## src/rtl/alu_sequencer_if.sv

```systemverilog
// Command / ALU / result signal bundle for alu_sequencer.
// master: command producer, result consumer and the ALU itself.
// slave : the sequencer.
interface alu_sequencer_if #(
    parameter int DEPTH = 4
);
    localparam int CW = $clog2(DEPTH) + 1;

    // Command push side
    logic          cmd_valid;
    logic          cmd_ready;
    logic [7:0]    cmd_a;
    logic [7:0]    cmd_b;
    logic [2:0]    cmd_sel;
    logic          cmd_chain;

    // Registered operands to the ALU and its combinational response
    logic [7:0]    alu_a;
    logic [7:0]    alu_b;
    logic [2:0]    alu_sel;
    logic [7:0]    alu_y;
    logic          alu_carry;

    // Result side
    logic          res_valid;
    logic          res_ready;
    logic [7:0]    res_y;
    logic          res_carry;
    logic          res_zero;

    // Status
    logic [CW-1:0] cmd_count;
    logic          busy;

    modport master (
        output cmd_valid, cmd_a, cmd_b, cmd_sel, cmd_chain,
        output alu_y, alu_carry,
        output res_ready,
        input  cmd_ready,
        input  alu_a, alu_b, alu_sel,
        input  res_valid, res_y, res_carry, res_zero,
        input  cmd_count, busy
    );

    modport slave (
        input  cmd_valid, cmd_a, cmd_b, cmd_sel, cmd_chain,
        input  alu_y, alu_carry,
        input  res_ready,
        output cmd_ready,
        output alu_a, alu_b, alu_sel,
        output res_valid, res_y, res_carry, res_zero,
        output cmd_count, busy
    );
endinterface

```

## src/rtl/alu_sequencer.sv

```systemverilog
// alu_sequencer: buffers ALU commands in a small FIFO, issues them one at a
// time to an external combinational ALU, and holds each result on a
// valid/ready port with carry and zero flags. A chained command takes the
// most recently captured result as operand A.
module alu_sequencer #(
    parameter int DEPTH = 4
) (
    input logic            clk,
    input logic            rst_n,
    alu_sequencer_if.slave bus
);
    localparam int AW = $clog2(DEPTH);
    localparam int CW = AW + 1;

    typedef enum logic [1:0] {
        ST_IDLE,
        ST_EXEC,
        ST_WAIT
    } state_t;

    typedef struct packed {
        logic [7:0] a;
        logic [7:0] b;
        logic [2:0] sel;
        logic       chain;
    } cmd_t;

    // FIFO storage and bookkeeping
    cmd_t          mem_q [DEPTH];
    logic [AW-1:0] wr_ptr_q;
    logic [AW-1:0] rd_ptr_q;
    logic [CW-1:0] count_q;
    logic [CW-1:0] count_d;
    logic          full;
    logic          empty;
    logic          push;
    logic          pop;
    cmd_t          head;
    cmd_t          wr_entry;

    // Sequencer state
    state_t        state_q;
    state_t        state_d;
    logic [7:0]    alu_a_q;
    logic [7:0]    alu_a_d;
    logic [7:0]    alu_b_q;
    logic [7:0]    alu_b_d;
    logic [2:0]    alu_sel_q;
    logic [2:0]    alu_sel_d;
    logic          res_valid_q;
    logic          res_valid_d;
    logic [7:0]    res_y_q;
    logic [7:0]    res_y_d;
    logic          res_carry_q;
    logic          res_carry_d;
    logic          res_zero_q;
    logic          res_zero_d;
    logic [7:0]    last_y_q;
    logic [7:0]    last_y_d;

    assign full     = (count_q == CW'(DEPTH));
    assign empty    = (count_q == '0);
    // A full FIFO refuses pushes even when a pop happens on the same edge.
    assign push     = bus.cmd_valid && !full;
    assign head     = mem_q[rd_ptr_q];
    assign wr_entry = '{a: bus.cmd_a, b: bus.cmd_b, sel: bus.cmd_sel, chain: bus.cmd_chain};
    assign count_d  = count_q + CW'(push) - CW'(pop);

    // FIFO payload write; contents need no reset since occupancy gates reads
    always_ff @(posedge clk) begin
        if (push) begin
            mem_q[wr_ptr_q] <= wr_entry;
        end
    end

    // FIFO pointers and occupancy
    always_ff @(posedge clk or negedge rst_n) begin
        if (!rst_n) begin
            wr_ptr_q <= '0;
            rd_ptr_q <= '0;
            count_q  <= '0;
        end else begin
            if (push) begin
                wr_ptr_q <= wr_ptr_q + AW'(1);
            end
            if (pop) begin
                rd_ptr_q <= rd_ptr_q + AW'(1);
            end
            count_q <= count_d;
        end
    end

    // Next-state logic: issue from IDLE/WAIT, capture in EXEC, hold in WAIT
    always_comb begin
        state_d     = state_q;
        pop         = 1'b0;
        alu_a_d     = alu_a_q;
        alu_b_d     = alu_b_q;
        alu_sel_d   = alu_sel_q;
        res_valid_d = res_valid_q;
        res_y_d     = res_y_q;
        res_carry_d = res_carry_q;
        res_zero_d  = res_zero_q;
        last_y_d    = last_y_q;

        case (state_q)
            ST_IDLE: begin
                if (!empty) begin
                    pop       = 1'b1;
                    alu_a_d   = head.chain ? last_y_q : head.a;
                    alu_b_d   = head.b;
                    alu_sel_d = head.sel;
                    state_d   = ST_EXEC;
                end
            end
            ST_EXEC: begin
                res_y_d     = bus.alu_y;
                res_carry_d = bus.alu_carry;
                res_zero_d  = (bus.alu_y == 8'h00);
                res_valid_d = 1'b1;
                last_y_d    = bus.alu_y;
                state_d     = ST_WAIT;
            end
            ST_WAIT: begin
                // Issuing the next command on the accept edge gives 2-cycle throughput.
                if (res_valid_q && bus.res_ready) begin
                    res_valid_d = 1'b0;
                    if (!empty) begin
                        pop       = 1'b1;
                        alu_a_d   = head.chain ? last_y_q : head.a;
                        alu_b_d   = head.b;
                        alu_sel_d = head.sel;
                        state_d   = ST_EXEC;
                    end else begin
                        state_d   = ST_IDLE;
                    end
                end
            end
            default: begin
                state_d = ST_IDLE;
            end
        endcase
    end

    // Sequencer state, ALU operand and result registers
    always_ff @(posedge clk or negedge rst_n) begin
        if (!rst_n) begin
            state_q     <= ST_IDLE;
            alu_a_q     <= '0;
            alu_b_q     <= '0;
            alu_sel_q   <= '0;
            res_valid_q <= 1'b0;
            res_y_q     <= '0;
            res_carry_q <= 1'b0;
            res_zero_q  <= 1'b0;
            last_y_q    <= '0;
        end else begin
            state_q     <= state_d;
            alu_a_q     <= alu_a_d;
            alu_b_q     <= alu_b_d;
            alu_sel_q   <= alu_sel_d;
            res_valid_q <= res_valid_d;
            res_y_q     <= res_y_d;
            res_carry_q <= res_carry_d;
            res_zero_q  <= res_zero_d;
            last_y_q    <= last_y_d;
        end
    end

    assign bus.cmd_ready = !full;
    assign bus.cmd_count = count_q;
    assign bus.busy      = (state_q != ST_IDLE) || !empty;
    assign bus.alu_a     = alu_a_q;
    assign bus.alu_b     = alu_b_q;
    assign bus.alu_sel   = alu_sel_q;
    assign bus.res_valid = res_valid_q;
    assign bus.res_y     = res_y_q;
    assign bus.res_carry = res_carry_q;
    assign bus.res_zero  = res_zero_q;

endmodule

```

## src/flat_wrapper.sv

```systemverilog
// flat-port wrapper written by rule: the top's interface ports become plain ports
module alu_sequencer_flat 
#(
    parameter int DEPTH = 4
)
  (clk, rst_n, bus_cmd_valid, bus_cmd_a, bus_cmd_b, bus_cmd_sel, bus_cmd_chain, bus_alu_y, bus_alu_carry, bus_res_ready, bus_cmd_ready, bus_alu_a, bus_alu_b, bus_alu_sel, bus_res_valid, bus_res_y, bus_res_carry, bus_res_zero, bus_cmd_count, bus_busy);
  alu_sequencer_if #(.DEPTH(DEPTH)) bus_i ();
  input logic clk;
  input logic rst_n;
  input wire logic [$bits(bus_i.cmd_valid)-1:0] bus_cmd_valid;
  input wire logic [$bits(bus_i.cmd_a)-1:0] bus_cmd_a;
  input wire logic [$bits(bus_i.cmd_b)-1:0] bus_cmd_b;
  input wire logic [$bits(bus_i.cmd_sel)-1:0] bus_cmd_sel;
  input wire logic [$bits(bus_i.cmd_chain)-1:0] bus_cmd_chain;
  input wire logic [$bits(bus_i.alu_y)-1:0] bus_alu_y;
  input wire logic [$bits(bus_i.alu_carry)-1:0] bus_alu_carry;
  input wire logic [$bits(bus_i.res_ready)-1:0] bus_res_ready;
  output wire logic [$bits(bus_i.cmd_ready)-1:0] bus_cmd_ready;
  output wire logic [$bits(bus_i.alu_a)-1:0] bus_alu_a;
  output wire logic [$bits(bus_i.alu_b)-1:0] bus_alu_b;
  output wire logic [$bits(bus_i.alu_sel)-1:0] bus_alu_sel;
  output wire logic [$bits(bus_i.res_valid)-1:0] bus_res_valid;
  output wire logic [$bits(bus_i.res_y)-1:0] bus_res_y;
  output wire logic [$bits(bus_i.res_carry)-1:0] bus_res_carry;
  output wire logic [$bits(bus_i.res_zero)-1:0] bus_res_zero;
  output wire logic [$bits(bus_i.cmd_count)-1:0] bus_cmd_count;
  output wire logic [$bits(bus_i.busy)-1:0] bus_busy;
  assign bus_i.cmd_valid = bus_cmd_valid;
  assign bus_i.cmd_a = bus_cmd_a;
  assign bus_i.cmd_b = bus_cmd_b;
  assign bus_i.cmd_sel = bus_cmd_sel;
  assign bus_i.cmd_chain = bus_cmd_chain;
  assign bus_i.alu_y = bus_alu_y;
  assign bus_i.alu_carry = bus_alu_carry;
  assign bus_i.res_ready = bus_res_ready;
  assign bus_cmd_ready = bus_i.cmd_ready;
  assign bus_alu_a = bus_i.alu_a;
  assign bus_alu_b = bus_i.alu_b;
  assign bus_alu_sel = bus_i.alu_sel;
  assign bus_res_valid = bus_i.res_valid;
  assign bus_res_y = bus_i.res_y;
  assign bus_res_carry = bus_i.res_carry;
  assign bus_res_zero = bus_i.res_zero;
  assign bus_cmd_count = bus_i.cmd_count;
  assign bus_busy = bus_i.busy;
  alu_sequencer #(.DEPTH(DEPTH)) u_core (.clk(clk), .rst_n(rst_n), .bus(bus_i));
endmodule
```

## config.mk

```make
export PLATFORM = sky130hd
export DESIGN_NAME = alu_sequencer_flat
export DESIGN_NICKNAME = d
export VERILOG_FILES = /design/src/rtl/alu_sequencer_if.sv /design/src/rtl/alu_sequencer.sv /design/src/flat_wrapper.sv
export SDC_FILE = /design/constraint.sdc
export NUM_CORES = 1
export LEC_CHECK = 0
export BUFFER_PORTS_ARGS = -buffer_cell sky130_fd_sc_hd__clkbuf_2
export CORE_UTILIZATION = 43
export CTS_CLUSTER_SIZE = 30
export DETAILED_ROUTE_END_ITERATION = 12
export GPL_ROUTABILITY_DRIVEN = 0
export MAX_ROUTING_LAYER = met4
export PLACE_DENSITY = 0.64
export SLEW_MARGIN = 20
export SYNTH_ARGS = -nofsm -noshare
export SYNTH_HDL_FRONTEND = slang
export SYNTH_SLANG_ARGS = --single-unit
```

## constraint.sdc

```tcl
create_clock -name clk -period 3.2 [get_ports clk]
set_clock_uncertainty 0.1 [all_clocks]
set_input_delay 0.64 -clock clk [delete_from_list [all_inputs] [get_ports clk]]
set_output_delay 0.64 -clock clk [all_outputs]
set_load 0.01 [all_outputs]
```

==> reports/metrics.yaml, run 1 <==
sta:
  worstMarginPinSlew_ns: 0.922
  finalSetupViolCount: 0
  slew_headroom: 0.385
  grt_setup_unrepaired: "false"
  hold_ws_ns: 0.174
  report.final.slew_viol_count: 0
  final.setup.tns_ns: 0
  max_freq_mhz: 409
  hold_viol_final: 0
  post-route-period-util: 0.763
  post-route-min-period_ns: 2.44
yosys:
  ys_seq_area_frac: 0.722
  synth-seq-cells: 119
  yosysTopAreaCell: "edfxtp_1"
  yosysTopAreaCellShare: 0.513
  synth_area_leaders: "edfxtp_1 (51%), dfrtp_1 (21%), mux4_2 (7.2%)"
  ys_types: 28
  ys_warn_count: 0
  syn_inst: 229
  async_reset_ff_frac: 0.328
  synth.avg_cell_area_um2: 20.4
  yosysMostFrequentCell: "edfxtp_1"
  synth_ff_type: "edfxtp_1"
  syn-cell-area_um2: 4680
  synth-edff-count: 80
  synthTopCellsByCount: "edfxtp_1 (80), dfrtp_1 (39), mux2_2 (21)"
  synth_nets: 269
clock_tree:
  cts_inserted_buffers: 17
  ctsHoldBuffers: 0
  root_buffer: "clkbuf_8"
  cts_sinks: 119
  clk_path_buf_depth: 2
  insertion_delay_ns: 0.50
  path_clk_slew_ns: 0.06
  htreeDepth: 4
  cts_setup_buffers: 0
  cts_tree: "yes"
  cts_resized: 0
pwr:
  power_frac_comb: 0.317
  p_seq_frac: 0.385
  power.share.switching: 0.292
  ir_worst_vdd_mv: 0.417
  p_sw_mw: 1.83
  clockPowerShare: 0.299
  leakagePower_nw: 2.31
  power_mw: 6.27
  internal_power_mw: 4.43
  p_per_area_nw_per_um2: 1080
worst_setup_path:
  start_kind: "flop"
  path_cells: "nor3_1, nand2_1, clkbuf_2"
  cpPeakStageDelay_ns: 0.46
  critPathArrivalTime_ns: 1.70
  crit_fanout: 5
  critical_path_class: "reg2out"
  crit_slowest_cell: "nor3_1"
  worstPathRequired_ns: 2.46
  critPathCaptureType: "output pin"
drt:
  drtPass1Iterations: 4
  routed_wl_mm: 8.12
  vias: 2292
  antenna_left: 0
  wl_per_cell_um: 17.5
  viasPerCell: 4.93
  drt_iter0_markers: 115
  route.detailed.drc: 0
grt:
  antenna_found_initial: 0
  grt_remaining_overflow: 0
  grt_max_degree: 40
  grt_pass1_wl_mm: 13.1
  grt_pass1_vias: 2448
  grtUsageTotal: 0.168
finish:
  stdcell_area_um2: 5800
  drive_gt1_frac: 0.489
  num_antenna_cells: 0
  layout.nets: 356
  area_delta_synth_final_pct: 24.0
  stdcell_count: 465
placement:
  dpl.cell_count: 433
  io_buffers: 67
  dpl_cell_area_um2: 5210
  hpwlAfterDp_mm: 5.11
floorplan:
  core_um2: 10400
  io_pins: 68
  initial_core_util: 0.449
  die_area_um2: 11300
  row_count: 37
  fp.dieH_um: 106
  dieWidth_um: 106
run_status:
  status: "finished, final reports clean"
run:
  cap_violations: 0
hold_path:
  min_path_type: "in2async"
[metrics by stage]
step           setup slack (ns)  utilization
2_1_floorplan             0.567            -
3_3_place_gp              0.717        0.500
3_5_place_dp              0.678        0.500
4_1_cts                   0.708        0.557
5_1_grt                   0.584        0.557
6_report                  0.757        0.557
[routing by layer]
metal | GRT usage | wire [µm]
met1 | 0.201 | 3620
met2 | 0.263 | 4100
met3 | 0.0503 | 289
met4 | 0.0744 | 123
met5 | - | 0
[registers in the layout, summed over array words and instances, names as in the netlist, 2 cells and up]
register	flops
u_core.rd_ptr_q	2
u_core.mem_q	80
u_core.last_y_q	8
u_core.bus.alu_a	8
u_core.bus.cmd_count	3
u_core.bus.alu_b	8
u_core.state_q	2
u_core.wr_ptr_q	2
u_core.bus.alu_sel	3
[area by class of cell]
cell class / instances / area [µm²]
fillers: 803 / 4610
repair buffers: 77 / 410
inverters: 9 / 33.8
clock buffers: 17 / 414
multi-input cells: 92 / 1220
well taps: 136 / 170
clock inverters: 15 / 179
flip-flops and latches: 119 / 3380
[placed cells by master (no fill, tap or decap), drive strengths merged, types with 3 or more instances in the layout]
master	synthesis	layout
ha	6	6
buf	7	11
mux2	37	37
nor2	3	3
dfrtp	39	39
edfxtp	80	80
nor3	3	3
and2	4	4
clkinvlp	0	3
clkbuf	2	83
xnor2	3	3
bufinv	0	3
mux4	20	20
inv	9	10
clkinv	0	8
[power groups by stage]
stage	clock network [mW]	logic (mW)	registers, mW
6_report	1.87	1.98	2.41
5_1_grt	1.97	2.18	2.47
4_1_cts	1.90	2.03	2.42
3_5_place_dp	0	2.03	2.44
3_3_place_gp	0	1.99	2.43
2_1_floorplan	0	1.40	2.45
[cell families (layout without fill, tap and decap cells)]
logic type / after synthesis / in the layout / share of synthesized area
mux: 57 / 57 / 0.202
fa+ha+maj: 7 / 7 / 0.0203
flops: 119 / 119 / 0.722
simple gates: 17 / 17 / 0.0195
compound gates: 6 / 6 / 0.00802
buf+inv: 18 / 118 / 0.0187
xor+xnor: 5 / 5 / 0.00936
[worst max-delay path: cells and delay by family (launching register included)]
kind / cells / cell delay [ns]
buffers and inverters: 1 / 0.17
flip-flops: 1 / 0.43
AND/OR/NAND/NOR: 2 / 0.61
[worst paths after layout]
check	start	slack, ns	depth (start not counted)	end
worst min-delay path	rst_n	0.17	1	u_core.wr_ptr_q[0]$_DFFE_PN0P_
min in group clk	bus_cmd_b[6]	0.25	1	u_core.mem_q[0][10]$_DFFE_PP_
worst min register to register	u_core.state_q[1]$_DFFE_PN0P_	0.40	1	u_core.bus.res_valid$_DFFE_PN0P_
max in group asynchronous	rst_n	2.25	1	u_core.last_y_q[7]$_DFFE_PN0P_
worst max register to register	u_core.bus.cmd_count[2]$_DFF_PN0_	0.82	9	u_core.bus.cmd_count[2]$_DFF_PN0_
worst max-delay path	u_core.bus.cmd_count[2]$_DFF_PN0_	0.76	3	bus_busy
Power figures use the tool's default switching activity.
==> run 2, diff against run 1 <==
==> constraint.sdc (replaced) <==
create_clock -name clk -period 2.5 [get_ports clk]
set_clock_uncertainty 0.1 [all_clocks]
set_input_delay 0.5 -clock clk [delete_from_list [all_inputs] [get_ports clk]]
set_output_delay 0.5 -clock clk [all_outputs]
set_load 0.01 [all_outputs]
==> run 2 against run 1 <==
Effect of this change: sequential share of layout area shrank 1.5 points; combinational power grew 34%; clock power grew 45%; register-to-register slack lost 0.54 ns; non-clock buffer count grew 11; global-route usage grew 0.11 points; first-iteration DRC count grew 4.3%; die area is the same; sequential power grew 27%; highest routed layer unchanged; cell area grew 2.7%; critical path depth grew 1; final cell count grew 2.4%; largest power group unchanged.
==> reports/metrics.yaml, run 2 (synthesis gave the netlist of run 1 again) <==
clock_tree:
  htreeDepth: 4  # unchanged
  insertion_delay_ns: 0.51  # about the same
  root_buffer: "clkbuf_8"
  cts_inserted_buffers: 17  # unchanged
  clk_path_buf_depth: 2  # unchanged
  cts_setup_buffers: 0  # unchanged
  cts_sinks: 119  # unchanged
  cts_tree: "yes"
  path_clk_slew_ns: 0.06  # about the same
run_status:
  status: "finished, final reports clean"
placement:
  io_buffers: 67  # unchanged
  dpl_cell_area_um2: 5290  # +1.4%
  dpl.cell_count: 443  # +2.3%
  hpwlAfterDp_mm: 5.56  # +8.7%
sta:
  post-route-min-period_ns: 2.22
  hold_viol_final: 0  # unchanged
  final.setup.tns_ns: 0  # unchanged
  max_freq_mhz: 450
  grt_setup_unrepaired: "false"
  report.final.slew_viol_count: 0  # unchanged
  worstMarginPinSlew_ns: 0.437  # -0.485 ns
  finalSetupViolCount: 0  # unchanged
  slew_headroom: 0.708  # +0.322
  hold_ws_ns: 0.106  # -0.0684 ns
  post-route-period-util: 0.889
pwr:
  power_frac_comb: 0.315  # -0.002
  internal_power_mw: 6.04  # +36%
  clockPowerShare: 0.323  # +0.024
  p_seq_frac: 0.362  # -0.023
  ir_worst_vdd_mv: 0.719  # +72%
  p_sw_mw: 2.37  # +30%
  power.share.switching: 0.282  # -0.0104
  leakagePower_nw: 2.41  # +4.0%
  p_per_area_nw_per_um2: 1410  # +31%
finish:
  regMostFlops: "u_core.mem_q"
  stdcell_area_um2: 5960  # +2.7%
  most-common-layout-cells: "edfxtp_1 (80), clkbuf_2 (67), dfrtp_1 (39)"
  drive_gt1_frac: 0.500  # +0.0106
  num_antenna_cells: 0  # unchanged
  largest_register_ffs: 80  # unchanged
  final_util: 0.572  # +0.0150
  layout_commonest_cell: "edfxtp_1"
  layout.nets: 367  # +3.1%
  area_delta_synth_final_pct: 27.4
  stdcell_count: 476  # +2.4%
worst_setup_path:
  critPathArrivalTime_ns: 1.62  # -0.08 ns
  start_kind: "flop"
  crit_slowest_cell: "dfrtp_1"
  worstPathRequired_ns: 1.90  # -0.56 ns
  cpPeakStageDelay_ns: 0.43  # -0.03 ns
  crit_fanout: 5  # unchanged
  path_cells: "nor3_1, buf_4, nand2_1, clkbuf_2"
  critPathCaptureType: "output pin"
  critical_path_class: "reg2out"
drt:
  route.detailed.drc: 0  # unchanged
  vias: 2344  # +2.3%
  wl_per_cell_um: 17.6  # +0.89%
  antenna_left: 0  # unchanged
  drtPass1Iterations: 4  # unchanged
  drt_iter0_markers: 120  # +4.3%
  routed_wl_mm: 8.39  # +3.3%
  viasPerCell: 4.92  # about the same
hold_path:
  min_path_type: "in2reg"
grt:
  grtUsageTotal: 0.169  # +0.00109
  antenna_found_initial: 0  # unchanged
  grt_pass1_vias: 2463  # +0.61%
  grt_remaining_overflow: 0  # unchanged
  grt_max_degree: 23  # -43%
  grt_pass1_wl_mm: 13.2  # +0.42%
floorplan:
  row_count: 37  # unchanged
  core_um2: 10400  # unchanged
  die_area_um2: 11300  # unchanged
  fp.dieH_um: 106  # unchanged
  io_pins: 68  # unchanged
  initial_core_util: 0.449  # unchanged
  dieWidth_um: 106  # unchanged
run:
  cap_violations: 0  # unchanged
run 2: cell count changes in the layout (fill, tap and decap cells not counted), moves of 2 or more:
| cell | delta |
|---|---|
| buf_4 | +10 |
| bufinv_16 | +3 |
| clkinv_2 | -2 |
| clkinvlp_4 | -2 |
run 2: worst paths after layout:
| path | cells past startpoint | end | slack [ns] | startpoint |
|---|---|---|---|---|
| min reg2reg | 1 | u_core.bus.res_valid$_DFFE_PN0P_ | 0.39 | u_core.state_q[1]$_DFFE_PN0P_ |
| max | 4 | bus_busy | 0.28 | u_core.bus.cmd_count[2]$_DFF_PN0_ |
| min | 1 | u_core.mem_q[0][3]$_DFFE_PP_ | 0.11 | bus_cmd_sel[2] |
| min in group asynchronous | 2 | u_core.last_y_q[3]$_DFFE_PN0P_ | 0.23 | rst_n |
| max reg2reg | 9 | u_core.bus.cmd_count[2]$_DFF_PN0_ | 0.28 | u_core.bus.cmd_count[2]$_DFF_PN0_ |
| max in group asynchronous | 3 | u_core.last_y_q[7]$_DFFE_PN0P_ | 1.56 | rst_n |
run 2: repair_timing:
item / CTS / global route
endpoints found under the hold margin: 39 / 0
hold buffers: 1 / 0
gates resized for setup: 0 / 0
run 2: per-stage QoR:
step	setup WS, ns	power, mW
floorplan	0.00746	4.92
global placement	0.170	5.72
detailed placement	0.141	5.79
CTS	0.248	8.53
global route	0.103	8.86
finish	0.278	8.42
run 2: cell type report:
| type | instances | area [µm²] |
|---|---|---|
| multi-input combinational | 92 | 1220 |
| inverter | 9 | 33.8 |
| fill | 781 | 4460 |
| timing repair buffer | 88 | 495 |
| tap | 136 | 170 |
| sequential | 119 | 3380 |
| clock buffer | 18 | 418 |
| clock inverter | 14 | 246 |
run 2: routing by layer:
metal | vias up | track usage | part of all wire
li1 | 1084 | - | -
met5 | - | - | 0
met1 | 1193 | 0.206 | 0.45
met3 | 8 | 0.0497 | 0.036
met4 | 0 | 0.0685 | 0.012
met2 | 59 | 0.264 | 0.50
run 2: worst max-delay path: cells and delay by family (launching register included):
family                 cells  cell delay, ns
flip-flops                 1            0.43
buffers and inverters      2            0.31
AND/OR/NAND/NOR            2            0.38
run 2: power groups by stage:
stage | Sequential [mW] | Clock, mW | Combinational (mW)
CTS | 3.06 | 2.75 | 2.72
global placement | 3.06 | 0 | 2.65
finish | 3.05 | 2.72 | 2.65
floorplan | 3.13 | 0 | 1.79
detailed placement | 3.09 | 0 | 2.70
global route | 3.12 | 2.85 | 2.89
==> run 3, diff against run 2 <==
--- a/config.mk
+++ b/config.mk
@@ -6,7 +6,9 @@
 export NUM_CORES = 1
 export LEC_CHECK = 0
 export BUFFER_PORTS_ARGS = -buffer_cell sky130_fd_sc_hd__clkbuf_2
+export CAP_MARGIN = 20
 export CORE_UTILIZATION = 43
+export CTS_BUF_LIST = sky130_fd_sc_hd__clkbuf_8
 export CTS_CLUSTER_SIZE = 30
 export DETAILED_ROUTE_END_ITERATION = 12
 export GPL_ROUTABILITY_DRIVEN = 0
==> run 3 against run 2 <==
Effect of this change: hold slack gained 0.094 ns; via count is 1.1% lower; utilization shrank 1.7 points; final cell count stayed put; cell area down 3.0%; sequential share of layout area is 1.8 points higher; first-iteration DRC count is 14% lower; sequential cell count unchanged; routed wire length fell by 1.6%; count of clock-buffer cells in the layout is 1 lower; fmax about the same; critical path depth rose by 5.
==> reports/metrics.yaml, run 3 (synthesis gave the netlist of run 1 again) <==
drt:
  viasPerCell: 4.87  # -1.1%
  vias: 2319  # -1.1%
  drtPass1Iterations: 4  # unchanged
  routed_wl_mm: 8.26  # -1.6%
  wl_per_cell_um: 17.3  # -1.6%
  route.detailed.drc: 0  # unchanged
  antenna_left: 0  # unchanged
  drt_iter0_markers: 103  # -14%
worst_setup_path:
  worstPathRequired_ns: 2.70  # +0.80 ns
  critical_path_class: "reg2reg"
  crit_fanout: 5  # unchanged
  start_kind: "flop"
  crit_start: "u_core.bus.cmd_count[2]$_DFF_PN0_"
  r2r_start: "u_core.bus.cmd_count[2]$_DFF_PN0_"
  critPathCaptureType: "flop"
  critPathArrivalTime_ns: 2.42  # +0.80 ns
pwr:
  p_per_area_nw_per_um2: 1340  # -4.8%
  ir_worst_vdd_mv: 0.629  # -12%
  power_mw: 7.77  # -7.6%
  leakagePower_nw: 2.33  # -3.2%
finish:
  num_antenna_cells: 0  # unchanged
  layout_commonest_cell: "edfxtp_1"
  fillers: 810  # +3.7%
  layout.nets: 367  # unchanged
  most-common-layout-cells: "edfxtp_1 (80), clkbuf_2 (67), dfrtp_1 (39)"
  drive_gt1_frac: 0.500  # unchanged
  regMostFlops: "u_core.mem_q"
  final_util: 0.555  # -0.0173
  area_delta_synth_final_pct: 23.5
  largest_register_ffs: 80  # unchanged
sta:
  hold_viol_final: 0  # unchanged
  post-route-period-util: 0.890  # about the same
  max_freq_mhz: 450  # about the same
  post-route-min-period_ns: 2.22  # +0.00154 ns
  finalSetupViolCount: 0  # unchanged
  report.final.slew_viol_count: 0  # unchanged
  grt_setup_unrepaired: "false"
  final.setup.tns_ns: 0  # unchanged
  worstMarginPinSlew_ns: 0.449  # +0.0114 ns
  slew_headroom: 0.700  # -0.00765
run_status:
  status: "finished, final reports clean"
clock_tree:
  cts_tree: "yes"
  root_buffer: "clkbuf_8"
  insertion_delay_ns: 0.41  # -0.10 ns
  path_clk_slew_ns: 0.08  # +0.02 ns
  htreeDepth: 4  # unchanged
  cts_resized: 0  # unchanged
  cts_inserted_buffers: 17  # unchanged
  cts_sinks: 119  # unchanged
  clk_path_buf_depth: 2  # unchanged
run:
  cap_violations: 0  # unchanged
grt:
  grt_remaining_overflow: 0  # unchanged
  grtUsageTotal: 0.167  # -0.00209
  antenna_found_initial: 0  # unchanged
  grt_pass1_wl_mm: 13.0  # -1.3%
  grt_max_degree: 23  # unchanged
  grt_pass1_vias: 2439  # -0.97%
placement:
  hpwlAfterDp_mm: 5.56  # unchanged
  io_buffers: 67  # unchanged
floorplan:
  fp.dieH_um: 106  # unchanged
  die_area_um2: 11300  # unchanged
  dieWidth_um: 106  # unchanged
  row_count: 37  # unchanged
  core_um2: 10400  # unchanged
  initial_core_util: 0.449  # unchanged
  io_pins: 68  # unchanged
hold_path:
  min_path_type: "in2reg"
  hp-start: "bus_cmd_b[1]"
==> run 3: where the power goes <==
part	total, mW	switching [mW]	leakage (nW)	internal (mW)
sequential	3.04	0.306	1.19	2.74
clock	2.08	0.780	0.241	1.30
combinational	2.65	1.18	0.896	1.47
total	7.77	2.27	2.33	5.51
==> run 3: per-stage QoR <==
| step | hold WS [ns] | std cells | setup WS [ns] | area [µm²] |
|---|---|---|---|---|
| after global routing | 0.161 | 476 | 0.0991 | 5780 |
| final | 0.200 | 476 | 0.276 | 5780 |
| after global placement | 0.229 | 443 | 0.170 | 5290 |
| after CTS | 0.178 | 476 | 0.273 | 5780 |
| after floorplan | 0.104 | 229 | 0.00746 | 4680 |
| after detailed placement | 0.229 | 443 | 0.141 | 5290 |
==> run 3: per-layer routing <==
metal	GRT usage	vias up	share of wire
met5	-	-	0
met4	0.0625	0	0.013
met3	0.0497	8	0.040
met2	0.265	62	0.50
met1	0.201	1159	0.44
li1	-	1090	-
==> run 3: final timing paths <==
path / end / cells past startpoint / slack (ns)
min: u_core.mem_q[1][5]$_DFFE_PP_ / 1 / 0.20
min reg2reg: u_core.bus.res_valid$_DFFE_PN0P_ / 1 / 0.39
max in group asynchronous: u_core.bus.cmd_count[0]$_DFF_PN0_ / 3 / 1.47
max: u_core.bus.cmd_count[2]$_DFF_PN0_ / 9 / 0.28
min in group asynchronous: u_core.last_y_q[3]$_DFFE_PN0P_ / 2 / 0.33
max reg2reg: u_core.bus.cmd_count[2]$_DFF_PN0_ / 9 / 0.28
==> run 3: cell type report <==
class	count	area, µm²	share of cell area
sequential	119	3380	0.584
multi-input combinational	92	1220	0.211
timing repair buffer	88	495	0.0857
clock inverter	15	250	0.0433
clock buffer	17	234	0.0405
tap	136	170	0.0294
inverter	9	33.8	0.00584
==> run 3: critical path, stage by stage, from the launching register on <==
cell and delay, ns:
dfrtp_1 0.44, nor3_1 0.32, nor3_2 0.09, ha_1 0.27, inv_1 0.06, ha_1 0.13, inv_1 0.05, fa_1 0.38
xnor2_1 0.15, xnor2_1 0.13
==> run 3: what timing repair did <==
| action | CTS | global route |
|---|---|---|
| endpoints found under the setup margin | 0 | 0 |
| hold buffers | 1 | 0 |
| hold endpoints to repair | 2 | 0 |
| buffers inserted | 0 | 0 |
